<file path="config.mk">
export PLATFORM = sky130hd
export DESIGN_NAME = uart_frame_rx
export DESIGN_NICKNAME = d
export VERILOG_FILES = /design/src/rtl/uart_frame_pkg.sv /design/src/rtl/uart_frame_rx_frame_buf.sv /design/src/rtl/uart_frame_rx.sv
export SDC_FILE = /design/constraint.sdc
export NUM_CORES = 1
export LEC_CHECK = 0
export BUFFER_PORTS_ARGS = -buffer_cell sky130_fd_sc_hd__buf_4
export CAP_MARGIN = 20
export CORE_MARGIN = 4
export CORE_UTILIZATION = 35
export DETAILED_ROUTE_END_ITERATION = 6
export GPL_TIMING_DRIVEN = 0
export SLEW_MARGIN = 20
export SYNTH_ARGS = -nofsm -noshare
export SYNTH_HDL_FRONTEND = slang
export SYNTH_SLANG_ARGS = --single-unit
export TNS_END_PERCENT = 10
</file>
<file path="constraint.sdc">
create_clock -name clk -period 3.2 [get_ports clk]
set_input_delay 0.16 -clock clk [delete_from_list [all_inputs] [get_ports clk]]
set_output_delay 0.16 -clock clk [all_outputs]
set_load 0.01 [all_outputs]
</file>
<file path="src/rtl/uart_frame_pkg.sv">
// uart_frame_pkg: shared state/error encodings and the default start-of-frame marker.
package uart_frame_pkg;
  typedef enum logic [2:0] {IDLE, LEN, PAYLOAD, CHECK, DRAIN} frame_state_e;
  typedef enum logic [1:0] {ERR_NONE, ERR_LEN, ERR_CSUM, ERR_TIMEOUT} frame_err_e;
  localparam logic [7:0] SOF_DEFAULT = 8'hA5;
endpackage

</file>
<file path="src/rtl/uart_frame_rx_frame_buf.sv">
// frame_buf: simple dual-port payload RAM, one write port and one synchronous read port.
module frame_buf #(
  parameter int DEPTH = 64,
  parameter int AW = 6
) (
  input  logic          clk,
  input  logic          we,
  input  logic [AW-1:0] waddr,
  input  logic [7:0]    wdata,
  input  logic [AW-1:0] raddr,
  output logic [7:0]    rdata
);
  logic [7:0] mem [DEPTH];
  always_ff @(posedge clk) begin
    if (we) mem[waddr] <= wdata;
    rdata <= mem[raddr];
  end
endmodule

</file>
<file path="src/rtl/uart_frame_rx.sv">
// uart_frame_rx: parses SOF/LEN/payload/XOR-checksum frames and releases checked payloads.
// Define UART_FRAME_RX_TIMEOUT_EN to abort frames after TIMEOUT_CYCLES idle cycles.
module uart_frame_rx
  import uart_frame_pkg::*;
#(
  parameter int         MAX_LEN        = 64,
  parameter logic [7:0] SOF_BYTE       = SOF_DEFAULT,
  parameter int         TIMEOUT_CYCLES = 1000000
) (
  input  logic       clk,
  input  logic       rst,
  input  logic [7:0] s_data_i,
  input  logic       s_valid_i,
  output logic       s_ready_o,
  output logic [7:0] m_data_o,
  output logic       m_valid_o,
  output logic       m_last_o,
  input  logic       m_ready_i,
  output logic       frame_ok_o,
  output logic       frame_err_o,
  output logic [1:0] err_code_o,
  output logic       busy_o
);
  localparam int AW = (MAX_LEN > 1) ? $clog2(MAX_LEN) : 1;
  frame_state_e  state_q, state_d;
  frame_err_e    err_code_q, err_code_d;
  logic [7:0]    len_q, len_d, csum_q, csum_d, m_data_q, m_data_d, rd_data;
  logic [AW-1:0] wr_ptr_q, wr_ptr_d, rd_ptr_q, rd_ptr_d;
  logic          m_valid_q, m_valid_d, m_last_q, m_last_d, done_q, done_d;
  logic          frame_ok_q, frame_ok_d, frame_err_q, frame_err_d;
  logic          acc, we, ld;
`ifdef UART_FRAME_RX_TIMEOUT_EN
  localparam int TW = $clog2(TIMEOUT_CYCLES + 1);
  logic [TW-1:0] tmo_q, tmo_d;
`else
  logic unused_tmo;
  assign unused_tmo = ^TIMEOUT_CYCLES;
`endif

  assign s_ready_o   = state_q != DRAIN;
  assign busy_o      = state_q != IDLE;
  assign acc         = s_valid_i && s_ready_o;
  assign m_data_o    = m_data_q;
  assign m_valid_o   = m_valid_q;
  assign m_last_o    = m_last_q;
  assign frame_ok_o  = frame_ok_q;
  assign frame_err_o = frame_err_q;
  assign err_code_o  = err_code_q;

  // rd_ptr_d drives the RAM address, so rd_data always holds buf[rd_ptr_q].
  frame_buf #(.DEPTH(MAX_LEN), .AW(AW)) u_buf (
    .clk(clk), .we(we), .waddr(wr_ptr_q), .wdata(s_data_i),
    .raddr(rd_ptr_d), .rdata(rd_data)
  );

  always_comb begin
    state_d     = state_q;
    err_code_d  = err_code_q;
    len_d       = len_q;
    csum_d      = csum_q;
    wr_ptr_d    = wr_ptr_q;
    rd_ptr_d    = rd_ptr_q;
    m_data_d    = m_data_q;
    m_valid_d   = m_valid_q;
    m_last_d    = m_last_q;
    done_d      = done_q;
    frame_ok_d  = 1'b0;
    frame_err_d = 1'b0;
    we          = 1'b0;
    ld          = 1'b0;
    case (state_q)
      IDLE: if (acc && s_data_i == SOF_BYTE) state_d = LEN;
      LEN: if (acc) begin
        if (s_data_i == 8'd0 || {24'd0, s_data_i} > MAX_LEN) begin
          frame_err_d = 1'b1;
          err_code_d  = ERR_LEN;
          state_d     = IDLE;
        end else begin
          len_d    = s_data_i;
          csum_d   = s_data_i;
          wr_ptr_d = '0;
          state_d  = PAYLOAD;
        end
      end
      PAYLOAD: if (acc) begin
        we       = 1'b1;
        csum_d   = csum_q ^ s_data_i;
        wr_ptr_d = wr_ptr_q + 1'b1;
        if (8'(wr_ptr_q) == len_q - 8'd1) state_d = CHECK;
      end
      CHECK: begin
        rd_ptr_d = '0;
        done_d   = 1'b0;
        if (acc) begin
          frame_ok_d  = s_data_i == csum_q;
          frame_err_d = s_data_i != csum_q;
          err_code_d  = s_data_i == csum_q ? err_code_q : ERR_CSUM;
          state_d     = s_data_i == csum_q ? DRAIN : IDLE;
        end
      end
      DRAIN: begin
        ld = !done_q && (!m_valid_q || m_ready_i);
        if (ld) begin
          m_data_d  = rd_data;
          m_last_d  = 8'(rd_ptr_q) == len_q - 8'd1;
          m_valid_d = 1'b1;
          rd_ptr_d  = rd_ptr_q + 1'b1;
          done_d    = m_last_d;
        end else if (m_valid_q && m_ready_i) begin
          m_valid_d = 1'b0;
          m_last_d  = 1'b0;
        end
        if (m_valid_q && m_ready_i && m_last_q) state_d = IDLE;
      end
      default: state_d = IDLE;
    endcase
`ifdef UART_FRAME_RX_TIMEOUT_EN
    tmo_d = '0;
    if (state_q inside {LEN, PAYLOAD, CHECK}) begin
      tmo_d = acc ? '0 : tmo_q + 1'b1;
      if (!acc && tmo_q == TW'(TIMEOUT_CYCLES - 1)) begin
        frame_err_d = 1'b1;
        err_code_d  = ERR_TIMEOUT;
        state_d     = IDLE;
        tmo_d       = '0;
      end
    end
`endif
  end

  always_ff @(posedge clk or negedge rst) begin
    if (!rst) begin
      state_q     <= IDLE;
      err_code_q  <= ERR_NONE;
      len_q       <= '0;
      csum_q      <= '0;
      wr_ptr_q    <= '0;
      rd_ptr_q    <= '0;
      m_data_q    <= '0;
      m_valid_q   <= 1'b0;
      m_last_q    <= 1'b0;
      done_q      <= 1'b0;
      frame_ok_q  <= 1'b0;
      frame_err_q <= 1'b0;
`ifdef UART_FRAME_RX_TIMEOUT_EN
      tmo_q       <= '0;
`endif
    end else begin
      state_q     <= state_d;
      err_code_q  <= err_code_d;
      len_q       <= len_d;
      csum_q      <= csum_d;
      wr_ptr_q    <= wr_ptr_d;
      rd_ptr_q    <= rd_ptr_d;
      m_data_q    <= m_data_d;
      m_valid_q   <= m_valid_d;
      m_last_q    <= m_last_d;
      done_q      <= done_d;
      frame_ok_q  <= frame_ok_d;
      frame_err_q <= frame_err_d;
`ifdef UART_FRAME_RX_TIMEOUT_EN
      tmo_q       <= tmo_d;
`endif
    end
  end
endmodule

</file>
**Word level (Yosys, flattened, before mapping)**

Memory sizes are Yosys's and may differ from the RTL's. A register that Yosys moved wholly into a read port is not among the register bits.
Cells that the tools add are included.

- Flip-flop bits (word level): 46
- RAM bits: 512
- Logic and storage cells: 101
- Memories: 1

- Add/subtract/negate cells: 3
- Order comparisons: 1
- Equality and inequality tests: 20
- Multiplexer cells: 39
- Bitwise gates (word level): 2
- Reductions and logical operators: 23

Memory list:

| name | depth | width | read ports | clocked after Yosys merged registers in | write ports | RTL line | source |
|---|---|---|---|---|---|---|---|
| u_buf.mem | 64 | 8 | 1 | 1 | 1 | uart_frame_rx_frame_buf.sv:13 | `logic [7:0] mem [DEPTH];` |

Operator list:

| operator | number |
|---|---|
| $mux 6 | 4 |
| $mux 8 | 3 |
| $pmux 6 s2 | 2 |
| $mux 3 | 7 |
| $ne 2x2->1 const B | 10 |
| $eq 6x8->1 | 2 |
| $pmux 8 s2 | 1 |
| $pmux 3 s5 | 1 |
| $mux 1 | 13 |
| $add 6x1->6 const B | 2 |
| $mux 2 | 5 |
| $eq 8x8->1 | 1 |
| $eq 8x8->1 const B | 1 |
| $gt 8x7->1 const B | 1 |
| $logic_not 8->1 | 1 |
| $ne 8x8->1 | 1 |
| $reduce_bool 2->1 | 4 |
| $sub 8x1->8 const B | 1 |
| $xor 8x8->8 | 1 |
| $eq 3x2->1 const B | 2 |
| $reduce_and 2->1 | 3 |
| $reduce_and 6->1 | 1 |
| $logic_and 1x1->1 | 5 |
| $reduce_and 5->1 | 1 |
| other kinds (12) | 15 |

**Depth between registers and ports, before layout**

Gate-level depths: netlist of the first run.

- Depth after elaboration: 6
- Depth in mapped cells: 13

**By module**

Synthesis of the first run repeated with hierarchy kept, for this count alone.

- Cell total of the unflattened synthesis: 1195
- Area, all modules: 22755.6 µm²

Modules (own cells, without submodules):

| module | instances | cells each | area each (µm²) |
|---|---|---|---|
| frame_buf | 1 | 940 | 20166.8 |
| uart_frame_rx | 1 | 255 | 2588.7 |

**Least setup slack after synthesis of the first run**

No wires, ideal clock.

- Kind: register to register
- Start: register rd_ptr_q[0]
- End: register u_buf.rdata[4] (read register of u_buf.mem)
- Setup time: 130 ps
- Arrival time: 2492 ps
- Path slack: 577 ps
- Stages on the path, launching flop included: 14
- Path buffers: 4
- Period minus slack after synthesis: 2623 ps
- Path through: dfrtp_1 > ha_1 > nor2b_1 > and3_1 > buf_2 > nor2_8 > inv_2 > buf_6 > buf_2 > buf_2 > mux2i_1 > o21bai_1 > a2111oi_0 > nor4_1

- Longest elaborated chain between the ends: 3

Ends and longest elaborated chain:

| what | RTL line | source |
|---|---|---|
| start: declaration | uart_frame_rx.sv:28 | `logic [AW-1:0] wr_ptr_q, wr_ptr_d, rd_ptr_q, rd_ptr_d;` |
| start signal: assignment | uart_frame_rx.sv:154 | `rd_ptr_q <= rd_ptr_d;` |
| $add 6x1->6 | uart_frame_rx.sv:107 | `rd_ptr_d = rd_ptr_q + 1'b1;` |
| $mux 6 | uart_frame_rx.sv:103 | `if (ld) begin` |
| $pmux 6 s2 (*) | uart_frame_rx.sv:71 | `case (state_q)` |
| end: declaration | uart_frame_rx_frame_buf.sv:11 | `output logic [7:0] rdata` |

Every way passes the cells marked *; elsewhere a longest branch is shown, timed or not.
A chain may end at the register's enable or synchronous reset.

**Worst setup path after layout of the first run**

- Start: register state_q[1]
- End: memory u_buf.mem[1][2], enable pin

- Longest elaborated chain between the ends: 6
- Elaborated cells between the ends (all ways): 7
- Classes of those cells: eq/ne (2); mux (4); reduce/logical (1)

Ends and longest elaborated chain:

| what | RTL line | source |
|---|---|---|
| start: declaration | uart_frame_rx.sv:25 | `frame_state_e state_q, state_d;` |
| start signal: assignment | uart_frame_rx.sv:149 | `state_q <= state_d;` |
| $ne 3x3->1 | uart_frame_rx.sv:40 | `assign s_ready_o = state_q != DRAIN;` |
| $logic_and 1x1->1 | uart_frame_rx.sv:42 | `assign acc = s_valid_i && s_ready_o;` |
| $mux 1 | uart_frame_rx.sv:85 | `PAYLOAD: if (acc) begin` |
| $mux 1 (*) | uart_frame_rx.sv:71 |  |
| $mux 1 (*) | uart_frame_rx_frame_buf.sv:15 | `if (we) mem[waddr] <= wdata;` |
| $mux 1 (not written as such) (*) | uart_frame_rx_frame_buf.sv:15 |  |
| end: declaration | uart_frame_rx_frame_buf.sv:13 |  |

Marks and branches as above.

==> results of run 1 <==
## timing repair
item                                    in CTS  in global routing
endpoints found under the hold margin       52                  0
gates resized for setup                    356                 83
endpoints found under the setup margin     354                484
hold buffers                                 3                  0
pin swaps                                   25                  8
buffers inserted                            16                  4
## logic make-up (layout without fill, tap and decap cells)
logic type | count (synthesis) | count (layout)
AND/OR/NAND/NOR | 465 | 465
multiplexers | 73 | 73
buffers and inverters | 150 | 306
other | 0 | 1
AO/OA/AOI/OAI | 378 | 378
XOR/XNOR | 36 | 36
flip-flops | 566 | 566
adder cells (fa/ha/maj) | 3 | 3
## power by group through the flow
| stage | clock [W] | combinational [W] | sequential [W] |
|---|---|---|---|
| after floorplan | 0 | 0.000300 | 0.00836 |
| after CTS | 0.00700 | 0.000645 | 0.00822 |
| after detailed placement | 0 | 0.000588 | 0.00837 |
| final | 0.00696 | 0.000663 | 0.00822 |
| after global placement | 0 | 0.000575 | 0.00837 |
| after global routing | 0.00732 | 0.000708 | 0.00823 |
## how the worst max path moves through the flow
stage / start / to / slack, ps / depth (start not counted)
after floorplan: rd_ptr_q[0]$_DFF_PN0_ / u_buf.rdata[4]$_DFF_P_ / 580 / 13
after global placement: state_q[2]$_DFFE_PN0P_ / u_buf.rdata[2]$_DFF_P_ / -1630 / 10
after detailed placement: state_q[2]$_DFFE_PN0P_ / u_buf.rdata[2]$_DFF_P_ / -1690 / 10
after CTS: state_q[1]$_DFFE_PN0P_ / u_buf.mem[54][2]$_DFFE_PP_ / -230 / 5
after global routing: state_q[1]$_DFFE_PN0P_ / u_buf.mem[62][4]$_DFFE_PP_ / -240 / 5
final: state_q[1]$_DFFE_PN0P_ / u_buf.mem[1][2]$_DFFE_PP_ / -140 / 5
## per-stage QoR
stage               utilization  cell area, sq um  setup TNS (ps)
finish                    0.434             28800          -13530
global route              0.434             28800          -47550
CTS                       0.430             28500          -18690
detailed placement        0.375             24800          -53510
global placement          0.374             24800          -36190
floorplan                     -             23500               0
## state kept, by name, indices dropped and copies added, names as in the netlist
register,flops
u_buf.mem,512
csum_q,8
len_q,8
m_data_o,8
u_buf.rdata,8
rd_ptr_q,6
wr_ptr_q,6
state_q,3
err_code_o,2
done_q,1
frame_err_o,1
frame_ok_o,1
m_last_o,1
m_valid_o,1
## cell usage after synthesis (23+ instances only)
cell / n / share of area
a211oi_1: 124 / 0.040
a21oi_1: 30 / 0.0064
a221oi_1: 24 / 0.0089
a311oi_1: 23 / 0.0086
and3_1: 86 / 0.023
buf_2: 33 / 0.0070
clkbuf_1: 70 / 0.011
dfrtp_1: 46 / 0.049
edfxtp_1: 512 / 0.65
inv_1: 30 / 0.0048
mux2i_1: 71 / 0.030
nand2_1: 183 / 0.029
nand3_1: 32 / 0.0068
nor2_1: 83 / 0.013
nor4_1: 25 / 0.0067
o21ai_0: 32 / 0.0068
xor2_1: 25 / 0.0093
## worst max-delay path: stages, from the launching register on
cell	delay (ps)
dfrtp_1	420
clkbuf_1	350
nand2b_1	160
nor3_1	520
nand2_1	800
nor2_2	700
## layer usage
layer | vias up | part of all wire | track usage
met5 | - | 0 | 0
met4 | 0 | 0.045 | 0.0891
met3 | 193 | 0.098 | 0.0529
met2 | 922 | 0.45 | 0.338
met1 | 8261 | 0.41 | 0.299
li1 | 6780 | - | -
## cell type report
| class | count | area [sq um] | area share |
|---|---|---|---|
| inverter | 35 | 143 | 0.00496 |
| clock inverter | 34 | 348 | 0.0121 |
| clock buffer | 74 | 1580 | 0.0550 |
| buffer | 111 | 790 | 0.0275 |
| timing repair buffer | 52 | 433 | 0.0151 |
| tap | 864 | 1080 | 0.0376 |
| antenna | 1 | 2.50 | 0.0000870 |
| multi-input combinational | 955 | 7680 | 0.267 |
| sequential | 566 | 16700 | 0.580 |
==> metrics.txt, run 1 <==
Yosys warnings 0; die height between 200 and 300 microns; Initial Utilization 0.355; DP Cell Count 2564; final hold slack ~94 ps; Comb pwr share 0.042; Most used DFF post-synth edfxtp_1; Clock power frac 0.439; failing checks negative setup slack; Final Max Slew Viols 0; drt wl/cell between 20 and 30 microns; Crit Reg-Reg Endpoint u_buf.mem[1][2]$_DFFE_PP_; Netlist cell types 74; H-tree depth 2; pre-CTS worst setup slack -1690 ps; worst path required time 3450 ps; Yosys reg bits 566; largest family of logic cells by synthesized area compound AO/OA/AOI/OAI gates; register area share after synthesis 0.710; CTS buffer count 58; Setup-failing EPs final 192; Hold/Removal Path Class in2async; Finished Layout Cells 2692; share of layout cells above drive strength 1 0.252; asr flop ratio synth 0.0813; Synth Area in XOR/XNOR 0.0134; CP Capture Type register; routed wire length 79.6 mm; Clock Skew between 20 and 30 ps; Critical Path AT 3590 ps; number of port buffers 27; vias in the first global route roughly 16000; PwrDens 551 nW/um^2; R2R cell count 5; Die Width roughly 270 microns; max-cap viol count 0; worst slew pin tran 1060 ps; most common cell after layout, fill and taps aside edfxtp_1; Longest Clk Path Bufs 3; average instance area after synthesis 14.1 sq um; Synth Cell Area 23500 sq um; Max Fclk 299 MHz; Reg clk slew, reported paths 60 ps; initial antenna violation count 1; DRT Pass-1 Iters 6; row count 94; R2R Setup Slk -140 ps; Overall Global Routing Usage 0.219; core area between 60000 and 70000 sq um; RSZ-0062 raised after global routing yes; outcome complete, but fails checks; Tot Pwr around 0.016 W; Die Area 71400 sq um; critical path class reg2reg; EDFF count, synth ~510; DRT iter0 DRCs approximately 2100; Clock Latency Late Sink roughly 640 ps; aggregate global routing overflow 0; clock sinks 566; via/cell ratio 6.00; Final ANT Viol Nets 0; internal power 0.0124 W; Worst setup SP type register; share of power burned in registers 0.519; crit share post-route 1.04; Worst Slack Setup Final -140 ps; post-synthesis simple-gate area fraction 0.0972; worst vdd ir 0.000425 V; nets@finish 1794; Fillers 5903; Compound-Gate Fraction of Synth Area 0.120; CTS root buf clkbuf_16; relative slew slack 0.291; Critical R2R Launch state_q[1]$_DFFE_PN0P_; switching share of total power 0.218; Area Growth Syn to Fin 22.3%; Synth Net Count roughly 1700; DR vias 16200; most frequent cells in the layout edfxtp_1 (512), nand2_1 (179), a211oi_1 (92), and3_1 (86), buf_4 (69); LEAKAGE 9.19 nW; multiplexer share of the synthesized area 0.0312; CP Max Fanout 10; largest net degree at the start of global routing 71; CTS tree built; # DRC 0; minimum clock period 3340 ps; P_sw 0.00346 W; DP HPWL approximately 52 mm; final weighted congestion in routability-driven placement 0.925; first-pass GRT wire length 113 mm; num ports 28; endpoints failing hold 0; post-synthesis cell count 1671; Adder-Cell Fraction of Synth Area 0.00160
Note: power is estimated with default switching activity, not from simulation.
==> run 2, diff against run 1 <==
Settings changed: SYNTH_HIERARCHICAL set to 1.
==> run 2 against run 1 <==
Net effect:
- the run still ends with negative setup slack left
- sequential power decreased by 1%
- synthesized cell count decreased by 28%
- count of clock-buffer cells in the layout increased by 2
- total power decreased by 3.8%
- critical endpoint is now u_buf/rdata[3]$_DFF_P_
- wire length decreased by 27%
==> metrics.txt, run 2 <==
CTS tree built; Finished Layout Cells 2217 (-18%); CTS buffer count 58 (unchanged); via/cell ratio 5.53 (-7.9%); top-count cell post-synth edfxtp_1; share of layout cells above drive strength 1 0.340 (+0.0876); DRT iter0 DRCs 1315 (-38%); register area share after synthesis 0.733 (+0.0236); Overall Global Routing Usage 0.167 (-0.0524); Setup-failing EPs final 208 (+8.3%); routed wire length 58.4 mm (-27%); Hold/Removal Path Class in2reg; max reg flops 512 (unchanged); most frequent cells in the layout edfxtp_1 (512), mux4_2 (126), clkbuf_16 (60), buf_4 (56), dfrtp_1 (46); Clock Latency Late Sink 610 ps (-30 ps); CP Max Fanout 5 (-5); drt wl/cell 26.3 microns (-11%); Die Area 69200 sq um (-3.1%); row count 93 (-1.1%); Synth Net Count 1210 (-28%); DP HPWL 35.2 mm (-32%); ant diodes 0 (-1); max-cap viol count 0 (unchanged); Synth top cells by count edfxtp_1 (512), mux4_2 (126), nor2_1 (94); first-pass GRT wire length 85.5 mm (-24%); nets@finish 1328 (-26%); aggregate global routing overflow 0 (unchanged); Clock Skew 16.7 ps (-13.0 ps); pre-CTS worst setup slack -1780 ps (-85.7 ps); CP Capture Type register; Longest Clk Path Bufs 3 (unchanged); DR vias 12300 (-24%); Most used DFF post-synth edfxtp_1; most common cell after layout, fill and taps aside edfxtp_1; post-synth top area share 0.676 (+0.0217); minimum clock period 3600 ps (+259 ps); Max Fclk 278 MHz (-7.2%); clock sinks 566 (unchanged); Critical Path AT 4040 ps (+450 ps); Final ANT Viol Nets 0 (unchanged); PwrDens 557 nW/um^2 (+1.0%); initial antenna violation count 1 (unchanged); CTS root buf clkbuf_16; final weighted congestion in routability-driven placement 0.912 (-1.4%); Initial Utilization 0.353 (-0.00207); Netlist cell types 70 (-5.4%); Final Max Slew Viols 0 (unchanged); Area Growth Syn to Fin 20.3%; outcome complete, but fails checks; number of port buffers 26 (-3.7%); Worst setup SP type register; core area 64500 sq um (-2.6%); crit share post-route 1.12 (+0.0809); critical path class reg2reg; largest net degree at the start of global routing 72 (+1.4%); average instance area after synthesis 19.0 sq um (+35%); DP Cell Count 2076 (-19%); Biggest register u_buf/mem; Synth Cell Area 22800 sq um (-3.2%); Fillers 5597 (-5.2%); DRT Pass-1 Iters 5 (-1); num ports 28 (unchanged); failing checks negative setup slack; H-tree depth 2 (unchanged); final hold slack 83.6 ps (-10.1 ps); worst path required time 3640 ps (+190 ps); Synth area leaders edfxtp_1 (68%), mux4_2 (12%), dfrtp_1 (5.1%); die height 263 microns (-1.6%); final core occ 0.425 (-0.00951); Yosys warnings 6 (+6); Die Width 263 microns (-1.6%); relative slew slack 0.317 (+0.0259); worst slew pin tran 1020 ps (-40.0 ps); EDFF count, synth 512 (unchanged); endpoints failing hold 0 (unchanged); Reg clk slew, reported paths 60 ps (about the same); setup tns final -24910 ps (-11380 ps); vias in the first global route 12200 (-22%); LEAKAGE 8.78 nW (-4.4%); Yosys reg bits 566 (unchanged); worst vdd ir 0.000431 V (+1.5%); RSZ-0062 raised after global routing yes; post-synthesis cell count 1195 (-28%); Worst Slack Setup Final -399 ps (-259 ps); asr flop ratio synth 0.0813 (unchanged); # DRC 0 (unchanged); most area-hungry cell type in the Yosys netlist edfxtp_1
-- run 2: cell types whose count changed after synthesis, sizes merged, moves of 25 or more --
cell,change
and3,-86
inv,-27
a211oi,-121
mux2i,-45
mux2,+25
mux4,+126
clkbuf,-50
nand2,-135
-- run 2: final timing paths --
check / startpoint / to / slack (ps) / depth (start not counted)
setup / recovery: state_q[1]$_DFFE_PN0P_ / u_buf/rdata[3]$_DFF_P_ / -400 / 12
hold / removal: s_valid_i / state_q[1]$_DFFE_PN0P_ / 80 / 4
setup reg to reg: state_q[1]$_DFFE_PN0P_ / u_buf/rdata[3]$_DFF_P_ / -400 / 12
hold reg to reg: u_buf/rdata[4]$_DFF_P_ / m_data_o[4]$_DFFE_PN0P_ / 440 / 1
max in group asynchronous: rst / len_q[3]$_DFFE_PN0P_ / 2670 / 2
min in group asynchronous: rst / m_data_o[2]$_DFFE_PN0P_ / 120 / 2
-- run 2: layout make-up --
cell class	instances	area (sq um)	area share
multi-input cells	563	6430	0.235
well taps	855	1070	0.0391
flip-flops and latches	566	16700	0.609
inverters	6	26.3	0.000960
clock buffers	76	1560	0.0570
clock inverters	33	355	0.0130
repair buffers	61	613	0.0224
plain buffers	57	639	0.0234
-- run 2: worst max-delay path, stage by stage (launching register included) --
cell	delay, ps
dfrtp_1	430
or3b_4	420
nor3_4	220
buf_6	160
mux2i_4	240
buf_12	140
buf_12	120
buf_12	120
buf_12	140
mux4_2	540
mux4_2	540
o21ai_2	210
o41ai_4	140
-- run 2: kinds of logic after synthesis --
kind of cell,count (synthesis),synth area share
flip-flops,566,0.733
multiplexers,179,0.150
AND/OR/NAND/NOR,252,0.0550
AO/OA/AOI/OAI,107,0.0346
buffers and inverters,66,0.0175
XOR/XNOR,22,0.00847
adder cells (fa/ha/maj),3,0.00165
-- run 2: stage by stage --
stage / total power, W / instance area (sq um)
4_1_cts: 0.0154 / 27100
3_3_place_gp: 0.00856 / 24100
5_1_grt: 0.0158 / 27400
3_5_place_dp: 0.00858 / 24100
2_1_floorplan: 0.00839 / 22800
6_report: 0.0152 / 27400
-- run 2: metal layers --
layer	global-route usage	up-vias	wire, microns
met1	0.236	6517	23900
met3	0.0352	78	5300
met4	0.0485	0	1480
li1	-	5113	-
met5	0	-	0
met2	0.262	543	27700
-- run 2: where the power goes --
| group | total [W] | internal (W) | switching [W] | leakage (nW) |
|---|---|---|---|---|
| Clock | 0.00679 | 0.00406 | 0.00272 | 0.936 |
| Sequential | 0.00812 | 0.00808 | 0.0000405 | 5.26 |
| Combinational | 0.000334 | 0.0000870 | 0.000247 | 2.59 |
| Total | 0.0152 | 0.0122 | 0.00301 | 8.78 |
-- run 2: what timing repair did --
action | 4_1_cts | 5_1_grt
hold buffers | 2 | 0
setup endpoints to repair | 456 | 480
gates resized for setup | 205 | 62
gates cloned | 4 | 0
pin swaps | 12 | 9
setup buffers | 25 | 5
hold endpoints to repair | 48 | 0
